**src/rtl/gate_array_pipe.sv**
```systemverilog
// gate_array_pipe: two-stage bitwise logic unit with a popcount of the result.
// Stage 1 registers op(a,b); stage 2 registers that result plus its popcount.
// Both stages advance together whenever the output register is empty or being
// drained, so a stalled output freezes the whole pipe and back-pressures input.
`default_nettype none

module gate_array_pipe #(
   parameter int WIDTH = 4,
   parameter int CW    = $clog2(WIDTH + 1)
) (
   input  logic             clk,
   input  logic             rst,
   input  logic [WIDTH-1:0] a,
   input  logic [WIDTH-1:0] b,
   input  logic [2:0]       op,
   input  logic             in_valid,
   output logic             in_ready,
   output logic [WIDTH-1:0] out,
   output logic [CW-1:0]    ones,
   output logic             out_valid,
   input  logic             out_ready,
   output logic [15:0]      txn_count
);

   // Operation codes
   localparam logic [2:0] OP_NAND  = 3'b000;
   localparam logic [2:0] OP_AND   = 3'b001;
   localparam logic [2:0] OP_OR    = 3'b010;
   localparam logic [2:0] OP_NOR   = 3'b011;
   localparam logic [2:0] OP_XOR   = 3'b100;
   localparam logic [2:0] OP_XNOR  = 3'b101;
   localparam logic [2:0] OP_NOTA  = 3'b110;
   localparam logic [2:0] OP_PASSA = 3'b111;

   // Single-bit gate evaluation; every code is legal, b is ignored for NOTA/PASSA.
   function automatic logic bit_op(input logic [2:0] sel, input logic x, input logic y);
      logic r;
      case (sel)
         OP_NAND:  r = ~(x & y);
         OP_AND:   r = x & y;
         OP_OR:    r = x | y;
         OP_NOR:   r = ~(x | y);
         OP_XOR:   r = x ^ y;
         OP_XNOR:  r = ~(x ^ y);
         OP_NOTA:  r = ~x;
         OP_PASSA: r = x;
         default:  r = 1'b0;
      endcase
      return r;
   endfunction

   logic             en;
   logic [WIDTH-1:0] s1_next;
   logic [WIDTH-1:0] s1_data;
   logic             s1_valid;
   logic [CW-1:0]    s1_pop;
   logic [WIDTH-1:0] s2_data;
   logic [CW-1:0]    s2_ones;
   logic             s2_valid;
   logic [15:0]      txn_reg;

   // The pipe moves only when the output slot is free or is being taken this cycle.
   assign en       = !s2_valid || out_ready;
   assign in_ready = en;

   // One gate per operand bit.
   for (genvar gi = 0; gi < WIDTH; gi++) begin : g_bit
      assign s1_next[gi] = bit_op(op, a[gi], b[gi]);
   end

   // Population count of the stage-1 result, registered alongside it in stage 2.
   always_comb begin
      s1_pop = '0;
      for (int i = 0; i < WIDTH; i++) begin
         s1_pop = s1_pop + CW'(s1_data[i]);
      end
   end

   // Stage 1: capture the gate result; valid follows in_valid so bubbles propagate.
   always_ff @(posedge clk or posedge rst) begin
      if (rst) begin
         s1_valid <= 1'b0;
         s1_data  <= '0;
      end else if (en) begin
         s1_valid <= in_valid;
         s1_data  <= s1_next;
      end
   end

   // Stage 2: output register; holds its contents whenever the pipe is stalled.
   always_ff @(posedge clk or posedge rst) begin
      if (rst) begin
         s2_valid <= 1'b0;
         s2_data  <= '0;
         s2_ones  <= '0;
      end else if (en) begin
         s2_valid <= s1_valid;
         if (s1_valid) begin
            // Keep the last delivered result visible while bubbles pass through.
            s2_data <= s1_data;
            s2_ones <= s1_pop;
         end
      end
   end

   // Count output handshakes; the 16-bit counter wraps naturally.
   always_ff @(posedge clk or posedge rst) begin
      if (rst) begin
         txn_reg <= 16'h0000;
      end else if (s2_valid && out_ready) begin
         txn_reg <= txn_reg + 16'd1;
      end
   end

   assign out       = s2_data;
   assign ones      = s2_ones;
   assign out_valid = s2_valid;
   assign txn_count = txn_reg;

endmodule

`default_nettype wire

```
**config.mk**
```make
export PLATFORM = sky130hd
export DESIGN_NAME = gate_array_pipe
export DESIGN_NICKNAME = d
export VERILOG_FILES = /design/src/rtl/gate_array_pipe.sv
export SDC_FILE = /design/constraint.sdc
export NUM_CORES = 1
export LEC_CHECK = 0
export ABC_AREA = 0
export BUFFER_PORTS_ARGS = -buffer_cell sky130_fd_sc_hd__buf_2
export CORE_AREA = 2 2 56 58
export CTS_BUF_LIST = sky130_fd_sc_hd__clkbuf_4
export CTS_CLUSTER_SIZE = 40
export DETAILED_ROUTE_END_ITERATION = 7
export DIE_AREA = 0 0 58 60
export PLACE_DENSITY = 0.76
export RECOVER_POWER = 25
export SETUP_SLACK_MARGIN = 0.1
export SLEW_MARGIN = 20
export SYNTH_ARGS = -nofsm -noshare
export SYNTH_HDL_FRONTEND = slang
export SYNTH_SLANG_ARGS = --single-unit
```
**constraint.sdc**
```tcl
create_clock -name clk -period 2.4 [get_ports clk]
set_input_delay 0.24 -clock clk [delete_from_list [all_inputs] [get_ports clk]]
set_output_delay 0.24 -clock clk [all_outputs]
set_load 0.01 [all_outputs]
```
==> metrics.txt, run 1 <==
Die W ~58 um; met3 wire len between 150 and 200 um; crit share post-route 76.2%; drt drc 0; Post-Layout Inst Area ~0.0018 sq mm; vias 1072; ys async rst share 100%; Max-cap violations 0; Synth top area share between 40% and 50%; Placed Cells 202; CP Capture Type register; Total Neg Setup Slack 0 ns; Mapped Avg Cell Area around 12 sq um; count of non-filler cells in the finished layout 210; first-pass GRT wire length 4.40 mm; Post-DRT Antenna Nets 0; share of layout cells above drive strength 1 roughly 33%; CTS Sinks 29; die area around 0.0035 sq mm; pin count of the biggest net entering global routing 30; final hold viol count 0; pins over their slew limit 0; CTS buffer count 5; final worst slack roughly 0.57 ns; Gate power share between 30% and 40%; core outline area 0.00290 sq mm; top sig layer met4; sw power 460 uW; DP Area roughly 0.0018 sq mm; vias in the first global route between 1k and 1.5k; clock share of power a little under a fifth; WP buf/inv 2; router iterations before antenna repair 4; FF+latch count, synth 29; CTS HTree Levels 2; maximum buffer depth of the clock tree 2; sequential share of the synthesized area between 40% and 50%; PD cells 765 mW/mm^2; Initial DRC Count 18; CP arrival about 2 ns; static leakage between 0.9 and 1 nW; worst hold slack between 0.15 and 0.2 ns; Top delay family on crit path adder cells; crit path time final 1.83 ns; worst vdd ir between 0.4 and 0.5 mV; routed length per placed instance around 12 um; Worst-Skew Late Latency ~0.31 ns; sw frac 33.2%; PortBufs 39; WL met1 ~1.0 mm; Most used DFF post-synth dfrtp_1; die height around 60 um; clk slew on worst S/H paths about 0.08 ns; HPWL after DPL 2.09 mm; largest fanout on the critical path 2; Diodes inserted 0; Net Count, Synth between 150 and 200; leading post-synthesis cells by cell area dfrtp_1 48%, ha_1 9.1%, xnor2_1 6.4%, mux4_2 6.0%, inv_1 4.7%; Nets slightly above 200; Rel. slew slack about three quarters; Synth Instances 130; initial antenna violation count 0; Starting Density about 52%; HP Class in -> reg; area leader, netlist dfrtp_1; status finished, final reports clean; CP max stage cell fa_1; Worst path max stage delay around 0.55 ns; CTS tree built; crit-path cells inv_1, fa_1, inv_1, ha_1, ha_1, mux2_1; Vias/cell a little over 5; synth unique cells 24; num ports 40; number of synthesized flops with an enable pin 0; final setup fails 0; Worst EP required 2.60 ns; Int Pwr around 900 uW; CP Launch Type register; Total GRT Usage 17.2%; worst slew pin tran roughly 0.39 ns; post-place setup slack 0.559 ns; yosys warns 0; FP Rows 20; Sequential Power Share around half; RSZ-0062 raised after global routing false; CP Class reg -> reg; Final GP Congestion 0.787; clock root buffer clkbuf_4; Routed WL roughly 2.6 mm; Post-Syn Area between 0.0015 and 0.002 sq mm; P&R area growth vs syn 19.7%; clk_skew between 0.01 and 0.015 ns; WL met2 1.35 mm; fmax between 500 and 600 MHz; GRT overflow 0
-- synthesized netlist by cell type (2+ instances only) --
cell type  number
nand3_1         5
o21ai_1         3
nand2b_1        2
xor2_1          8
xnor2_1        11
nor2_1          7
nand2_1        10
nand4_1         3
mux2_2          3
dfrtp_1        29
mux2_1          3
a21oi_1         3
ha_1           11
inv_1          19
mux4_2          4
-- layer usage --
| layer | up-vias | global-route usage (%) |
|---|---|---|
| li1 | 521 | - |
| met4 | 0 | 9.63 |
| met5 | - | 0 |
| met1 | 507 | 18.8 |
| met3 | 4 | 4.11 |
| met2 | 40 | 30.7 |
-- flip-flops by register name (all words and copies together), names as in the netlist --
signal / count
out: 4
s1_data: 4
ones: 3
s1_valid: 1
out_valid: 1
txn_count: 16
-- final timing paths --
path | start | endpoint | slack (ns) | depth (start not counted)
setup reg to reg | s1_data[0]$_DFFE_PP0N_ | ones[1]$_DFFE_PP0P_ | 0.57 | 6
min in group asynchronous | rst | txn_count[15]$_DFFE_PP0P_ | 0.53 | 4
max in group asynchronous | rst | out[2]$_DFFE_PP0P_ | 1.60 | 4
hold reg to reg | s1_valid$_DFFE_PP0N_ | out_valid$_DFFE_PP0N_ | 0.47 | 1
setup / recovery | s1_data[0]$_DFFE_PP0N_ | ones[1]$_DFFE_PP0P_ | 0.57 | 6
hold / removal | in_valid | s1_valid$_DFFE_PP0N_ | 0.15 | 2
-- per-stage QoR --
| stage | power [mW] | utilization (%) |
|---|---|---|
| 2_1_floorplan | 0.963 | - |
| 3_3_place_gp | 1.11 | 60.3 |
| 3_5_place_dp | 1.14 | 60.3 |
| 4_1_cts | 1.41 | 62.4 |
| 5_1_grt | 1.50 | 62.4 |
| 6_report | 1.39 | 62.4 |
-- repair_timing --
| item | in CTS | in global routing |
|---|---|---|
| resized for setup | 0 | 0 |
| hold endpoints to repair | 29 | 0 |
| hold buffers | 1 | 0 |
| setup buffers | 0 | 0 |
-- power groups by stage --
stage          combinational, mW  sequential, mW  clock, mW
2_1_floorplan              0.220           0.743          0
3_3_place_gp               0.409           0.701          0
3_5_place_dp               0.435           0.710          0
4_1_cts                    0.438           0.700      0.272
5_1_grt                    0.485           0.716      0.295
6_report                   0.426           0.698      0.261
-- cells by family after synthesis --
family / share of synthesized area, %
xor gates and xnor gates: 11.0
DFF: 48.0
AOI/OAI and AO/OA: 1.98
and+or+nand+nor: 12.2
buffers and inverters: 5.05
muxes: 11.4
adders and majority gates: 10.4
-- final cells by class --
class                           count  area [sq um]
Fill cell                         256          1090
Sequential cell                    29           726
Multi-Input combinational cell     81           711
Timing Repair Buffer               41           213
Inverter                           19          71.3
Clock buffer                        6          45.0
Tap cell                           33          41.3
Clock inverter                      1          3.75
-- cells in the final DEF (no fill, tap or decap), types with 4 or more instances in the layout --
master / instances
buf_2: 39
dfrtp_1: 29
inv_1: 19
xnor2_1: 11
ha_1: 11
nand2_1: 10
xor2_1: 8
nor2_1: 7
clkbuf_4: 6
nand3_1: 5
mux4_2: 4
Note: power is estimated with default switching activity, not from simulation.
==> run 2: changes to the inputs <==
Settings changed: ABC_AREA 0 to 1, CORE_AREA 2 2 56 58 to 2 2 61 63, DIE_AREA 0 0 58 60 to 0 0 63 65, PLACE_DENSITY 0.76 to 0.77.
Clock period 2.4 ns to 1.9 ns, I/O delays scaled along.
==> metrics.txt, run 2 <==
Post-DRT Antenna Nets 0 (unchanged); combinational family with the most area after synthesis simple AND/OR/NAND/NOR gates (unchanged); share of layout cells above drive strength 1 23.0% (was 32.8%); most common cell after layout, fill and taps aside nand2_1 (was buf_2); r2r setup slk 0.13 ns (was 0.57 ns); leading post-synthesis cells by cell area dfrtp_1 38%, nand2_1 14%, ha_1 7.2%, inv_1 7.1%, nand4_1 5.2% (was dfrtp_1 48%, ha_1 9.1%, xnor2_1 6.4%, mux4_2 6.0%, inv_1 4.7%); Top delay family on crit path adder cells (unchanged); Worst-Skew Late Latency 0.32 ns (was 0.31 ns); crit path time final 1.77 ns (was 1.83 ns); Rel. slew slack 69.7% (was 74.0%); clk_skew 0.00887 ns (was 0.0119 ns); first-pass GRT wire length 6.41 mm (was 4.40 mm); sequential share of the synthesized area 38.0% (was 48.0%); CTS HTree Levels 2 (unchanged); Most used DFF post-synth dfrtp_1 (unchanged); vias 1675 (was 1072); Die W 63 um (was 58 um); Synth Area in Compound Gates 3.93% (was 1.99%); Hold Path Sink s1_valid$_DFFE_PP0N_ (unchanged); PortBufs 39 (unchanged); core outline area 0.00350 sq mm (was 0.00290 sq mm); vias in the first global route 1563 (was 1045); area leader, netlist dfrtp_1 (unchanged); initial antenna violation count 0 (unchanged); Worst EP required 2.12 ns (was 2.60 ns); Mapped Avg Cell Area 7.71 sq um (was 11.6 sq um); Initial DRC Count 68 (was 18); P&R area growth vs syn 15.6% (was 19.7%); most common cell in the netlist nand2_1 (was dfrtp_1); Vias/cell 4.94 (was 5.10); most frequent cells in the layout 72 x nand2_1, 39 x buf_2, 35 x inv_1 (was 39 x buf_2, 29 x dfrtp_1, 19 x inv_1); CTS tree built (unchanged); CP arrival 1.99 ns (was 2.03 ns); Synth top area share 38.0% (was 48.0%); largest fanout on the critical path 2 (unchanged); Max-cap violations 0 (unchanged); worst vdd ir 0.571 mV (was 0.446 mV); drt drc 0 (unchanged); HP Class in -> reg (unchanged); static leakage 1.21 nW (was 0.987 nW); Total GRT Usage 20.1% (was 17.2%); RSZ-0062 raised after global routing false (unchanged); Nets 317 (was 204); Final GP Congestion 0.796 (was 0.787); Synth Area in Adders 8.25% (was 10.4%); post-synthesis mux area share 2.36% (was 11.4%); clock root buffer clkbuf_4 (unchanged); HPWL after DPL 2.81 mm (was 2.09 mm); Post-Syn Area 0.00191 sq mm (was 0.00151 sq mm); router iterations before antenna repair 4 (unchanged); Worst path max stage delay 0.53 ns (was 0.55 ns); FF+latch count, synth 29 (unchanged); worst slew pin tran 0.453 ns (was 0.390 ns); GRT overflow 0 (unchanged); synth unique cells 26 (was 24); status finished, final reports clean (unchanged); Diodes inserted 0 (unchanged); CTS Sinks 29 (unchanged); FP Rows 22 (was 20); pin count of the biggest net entering global routing 20 (was 30); Starting Density 54.7% (was 52.1%); ys async rst share 100% (unchanged); worst r2r src s1_data[0]$_DFFE_PP0N_ (unchanged); die area 0.00410 sq mm (was 0.00348 sq mm); Net Count, Synth 275 (was 157); worst reg2reg endpoint ones[1]$_DFFE_PP0P_ (unchanged); Synth Area in Simple Gates 33.3% (was 12.2%); Total Neg Setup Slack 0 ns (unchanged); Synth Instances 248 (was 130); fmax 566 MHz (was 547 MHz); routed length per placed instance 10.9 um (was 12.3 um); crit-path cells inv_2, fa_1, inv_1, ha_4, ha_4, mux2_2 (was inv_1, fa_1, inv_1, ha_1, ha_1, mux2_1); WP buf/inv 2 (unchanged); number of synthesized flops with an enable pin 0 (unchanged); CP Class reg -> reg (unchanged); maximum buffer depth of the clock tree 2 (unchanged); # Post-CTS Setup Buffers 0 (unchanged); pins over their slew limit 0 (unchanged); final setup fails 0 (unchanged); final total power 1.82 mW (was 1.39 mW); die height 65 um (was 60 um); yosys warns 0 (unchanged); HP Start in_valid (unchanged); clk slew on worst S/H paths 0.09 ns (was 0.08 ns); Fillers 329 (was 256); CTS buffer count 5 (unchanged); Synth Area in XOR/XNOR 5.04% (was 11.0%); PD cells 825 mW/mm^2 (was 765 mW/mm^2); Routed WL 3.71 mm (was 2.59 mm); num ports 40 (unchanged); Hold Path Depth 3 (was 2); final hold viol count 0 (unchanged); CP Launch Type register (unchanged); CP Capture Type register (unchanged); top cells by count, synth 71 x nand2_1, 36 x inv_1, 29 x dfrtp_1 (was 29 x dfrtp_1, 19 x inv_1, 11 x ha_1, 11 x xnor2_1, 10 x nand2_1); Largest register FFs 16 (unchanged); Most common cell on crit path ha_4; CP max stage cell fa_1 (unchanged); crit share post-route 93.0% (was 76.2%); cell depth of the worst flop-to-flop path 6 (unchanged)
-- run 2: cell types whose count changed in the layout (fill, tap and decap cells not counted), moves of 5 or more --
cell / previous run / this run
nor2_1: 7 / 22
nand4_1: 3 / 16
o21ai_0: 0 / 14
inv_1: 19 / 35
nand2_1: 10 / 72
nand3_1: 5 / 10
xnor2_1: 11 / 5
-- run 2: logic make-up after synthesis --
family,count (synthesis)
adders and majority gates,12
xor gates and xnor gates,11
muxes,4
buffers and inverters,44
AOI/OAI and AO/OA,15
DFF,29
and+or+nand+nor,133
-- run 2: cell type report --
type	count	area [sq um]	share of cell area [%]
inverter	38	145	6.57
sequential	29	726	32.8
clock inverter	3	17.5	0.793
timing repair buffer	41	210	9.51
clock buffer	5	37.5	1.70
multi-input combinational	175	1010	45.9
tap	48	60.1	2.72
-- run 2: repair_timing --
item                                    4_1_cts  5_1_grt
hold buffers                                  1        0
hold endpoints to repair                     10        0
endpoints found under the setup margin        1        1
resized for setup                             1        3
pin swaps                                     0        1
-- run 2: power breakdown --
part	switching (mW)	internal (mW)
combinational	0.346	0.259
sequential	0.117	0.750
clock	0.214	0.139
total	0.676	1.15
-- run 2: per-stage QoR --
step	util, %	instances	area [sq um]	hold WS [ns]	worst slack (ns)
2_1_floorplan	-	248	1910	0.268	0.175
3_3_place_gp	61.3	330	2140	0.188	0.141
3_5_place_dp	61.3	330	2140	0.197	0.125
4_1_cts	63.2	339	2210	0.0462	0.106
5_1_grt	63.2	339	2210	0.0680	0.0895
6_report	63.2	339	2210	0.0698	0.133
-- run 2: worst reg2reg max path: stages, from the launching register on --
cell and delay (ns):
dfrtp_1 0.37, inv_2 0.05, fa_1 0.53, inv_1 0.07, ha_4 0.17, ha_4 0.22
mux2_2 0.25
-- run 2: worst max-delay path by stage --
| stage | from | end | slack (ns) | depth (start not counted) |
|---|---|---|---|---|
| floorplan | s1_data[0]$_DFFE_PP0N_ | ones[1]$_DFFE_PP0P_ | 0.17 | 6 |
| global placement | s1_data[0]$_DFFE_PP0N_ | ones[1]$_DFFE_PP0P_ | 0.14 | 6 |
| detailed placement | s1_data[0]$_DFFE_PP0N_ | ones[1]$_DFFE_PP0P_ | 0.12 | 6 |
| CTS | s1_data[0]$_DFFE_PP0N_ | ones[1]$_DFFE_PP0P_ | 0.11 | 6 |
| global route | s1_data[0]$_DFFE_PP0N_ | ones[1]$_DFFE_PP0P_ | 0.09 | 6 |
| finish | s1_data[0]$_DFFE_PP0N_ | ones[1]$_DFFE_PP0P_ | 0.13 | 6 |
-- run 2: routing by layer --
layer  track usage (%)  vias to the layer above  part of all wire, %
li1                  -                      862                    -
met2              34.8                       34                   50
met1              23.0                      774                   44
met5                 0                        -                    0
met3              5.21                        5                  4.1
met4              9.72                        0                  1.7
==> run 3: changes to the inputs <==
Settings changed: CORE_AREA 2 2 61 63 to 3 3 78 80, DIE_AREA 0 0 63 65 to 0 0 81 83, PLACE_DENSITY 0.77 to 0.51.
Clock period 1.9 ns to 1.7 ns, I/O delays scaled along.
==> metrics.txt, run 3 (synthesized netlist as in run 2, its figures left out) <==
sw power 778 uW (was 676 uW); Worst EP required 1.91 ns (was 2.12 ns); CP Launch Type register (unchanged); PD cells 982 mW/mm^2 (was 825 mW/mm^2); Post-DRT Antenna Nets 0 (unchanged); initial antenna violation count 0 (unchanged); clk_skew 0.00704 ns (was 0.00887 ns); Placed Cells 354 (was 330); worst slew pin tran 0.730 ns (was 0.453 ns); Rel. slew slack 51.3% (was 69.7%); core outline area 0.00547 sq mm (was 0.00350 sq mm); CP arrival 1.94 ns (was 1.99 ns); static leakage 1.24 nW (was 1.21 nW); CP Class reg -> reg (unchanged); grt met3 use 3.90% (was 5.21%); vias in the first global route 1612 (was 1563); Starting Density 34.9% (was 54.7%); num ports 40 (unchanged); Worst-Skew Late Latency 0.31 ns (was 0.32 ns); final setup fails 1 (was 0); pins over their slew limit 0 (unchanged); failing checks negative setup slack; most common cell after layout, fill and taps aside nand2_1 (unchanged); Max-cap violations 0 (unchanged); HP Class in -> reg (unchanged); Hold Path Sink s1_valid$_DFFE_PP0N_ (unchanged); final hold viol count 0 (unchanged); CP Capture Type register (unchanged); first-pass GRT wire length 7.17 mm (was 6.41 mm); share of layout cells above drive strength 1 24.4% (was 23.0%); worst r2r src s1_data[3]$_DFFE_PP0N_ (was s1_data[0]$_DFFE_PP0N_); P&R area growth vs syn 20.2% (was 15.6%); routed length per placed instance 10.9 um (about the same); CTS Sinks 29 (unchanged); pin count of the biggest net entering global routing 30 (was 20); worst vdd ir 0.454 mV (was 0.571 mV); clock share of power 24.8% (was 19.3%); Diodes inserted 0 (unchanged); Largest register FFs 16 (unchanged); crit path time final 1.73 ns (was 1.77 ns); clock root buffer clkbuf_4 (unchanged); CTS HTree Levels 2 (unchanged); fmax 578 MHz (was 566 MHz); HPWL after DPL 3.05 mm (was 2.81 mm); HP Start in_valid (unchanged); drt drc 0 (unchanged); Routed WL 3.95 mm (was 3.71 mm); Nets 317 (unchanged); cell depth of the worst flop-to-flop path 6 (unchanged); r2r setup slk -0.03 ns (was 0.13 ns); Die W 81 um (was 63 um); FP Rows 27 (was 22); GRT met2 Usage 21.2% (was 34.8%); post-place setup slack -0.0411 ns (was 0.125 ns); CTS tree built (unchanged); CTS buffer count 5 (unchanged); met1 Use GR 16.8% (was 23.0%); sw frac 34.5% (was 37.1%); crit share post-route 102% (was 93.0%); Sequential Power Share 43.5% (was 47.5%); clk slew on worst S/H paths 0.09 ns (about the same); DP Area 0.00220 sq mm (was 0.00214 sq mm); Initial DRC Count 49 (was 68); Int Pwr 1.48 mW (was 1.15 mW); Vias/cell 4.50 (was 4.94); router iterations before antenna repair 4 (unchanged); Gate power share 31.7% (was 33.1%); status complete, but fails checks (was finished, final reports clean); die area 0.00672 sq mm (was 0.00410 sq mm); RSZ-0062 raised after global routing true (was false); Fillers 601 (was 329); count of non-filler cells in the finished layout 363 (was 339); GRT busiest layer met2 (unchanged); GRT overflow 0 (unchanged); vias 1634 (was 1675); maximum buffer depth of the clock tree 2 (unchanged); worst hold slack 0.0632 ns (was 0.0698 ns); worst reg2reg endpoint ones[1]$_DFFE_PP0P_ (unchanged); Final GP Congestion 0.797 (was 0.796); Hold Path Depth 3 (unchanged); most frequent cells in the layout 71 x nand2_1, 39 x buf_2, 33 x inv_1 (was 72 x nand2_1, 39 x buf_2, 35 x inv_1); PortBufs 39 (unchanged); largest fanout on the critical path 2 (unchanged); Total GRT Usage 13.1% (was 20.1%); final worst slack -0.0302 ns (was 0.133 ns); die height 83 um (was 65 um); Post-Layout Inst Area 0.00230 sq mm (was 0.00221 sq mm)
## run 3: cell types whose count changed in the layout (fill, tap and decap cells not counted), sizes merged
cell and change:
bufinv +1, clkbuf +1, clkinvlp -1, clkinv -1
## run 3: worst max path at each step
stage | startpoint | cells past startpoint | to | slack, ns
4_1_cts | s1_data[3]$_DFFE_PP0N_ | 6 | ones[1]$_DFFE_PP0P_ | -0.04
3_3_place_gp | s1_data[3]$_DFFE_PP0N_ | 6 | ones[1]$_DFFE_PP0P_ | -0.02
3_5_place_dp | s1_data[3]$_DFFE_PP0N_ | 6 | ones[1]$_DFFE_PP0P_ | -0.04
6_report | s1_data[3]$_DFFE_PP0N_ | 6 | ones[1]$_DFFE_PP0P_ | -0.03
5_1_grt | s1_data[3]$_DFFE_PP0N_ | 6 | ones[1]$_DFFE_PP0P_ | -0.08
2_1_floorplan | s1_data[3]$_DFFE_PP0N_ | 6 | ones[1]$_DFFE_PP0P_ | 0.02
## run 3: metal layers
layer	wire length (um)	vias to the layer above
met3	183	4
met1	1810	732
met5	0	-
met4	36	0
li1	-	869
met2	1920	29
## run 3: worst max-delay path: stages (launching register included)
cell     delay (ns)
dfrtp_1        0.37
inv_2          0.05
fa_1           0.55
inv_2          0.05
ha_4           0.15
ha_4           0.20
mux2_4         0.25
## run 3: repair_timing
| action | CTS | global route |
|---|---|---|
| resized for setup | 3 | 0 |
| endpoints found under the hold margin | 29 | 0 |
| pin swaps | 0 | 1 |
| buffers inserted | 0 | 0 |
| setup endpoints to repair | 3 | 3 |
| hold buffers | 1 | 0 |
## run 3: power groups by stage
stage / registers [mW] / logic, mW / clock network [mW]
final: 0.981 / 0.716 / 0.559
after global routing: 1.01 / 0.832 / 0.619
after CTS: 0.987 / 0.735 / 0.590
after detailed placement: 0.994 / 0.702 / 0
after global placement: 0.994 / 0.690 / 0
after floorplan: 1.03 / 0.400 / 0
## run 3: metrics by stage
step                      TNS, ns  util (%)  total power [mW]
after global placement    -0.0168      40.1              1.68
after detailed placement  -0.0411      40.1              1.70
after global routing      -0.0981      42.0              2.46
after CTS                 -0.0400      42.0              2.31
final                     -0.0302      42.0              2.25
after floorplan                 0         -              1.43
## run 3: cell type report
class,count,area [sq um],share of cell area [%]
Sequential cell,29,726,31.6
Timing Repair Buffer,41,210,9.15
Clock buffer,6,45.0,1.96
Multi-Input combinational cell,175,1050,45.6
Tap cell,72,90.1,3.92
Inverter,38,145,6.32
Clock inverter,2,33.8,1.47
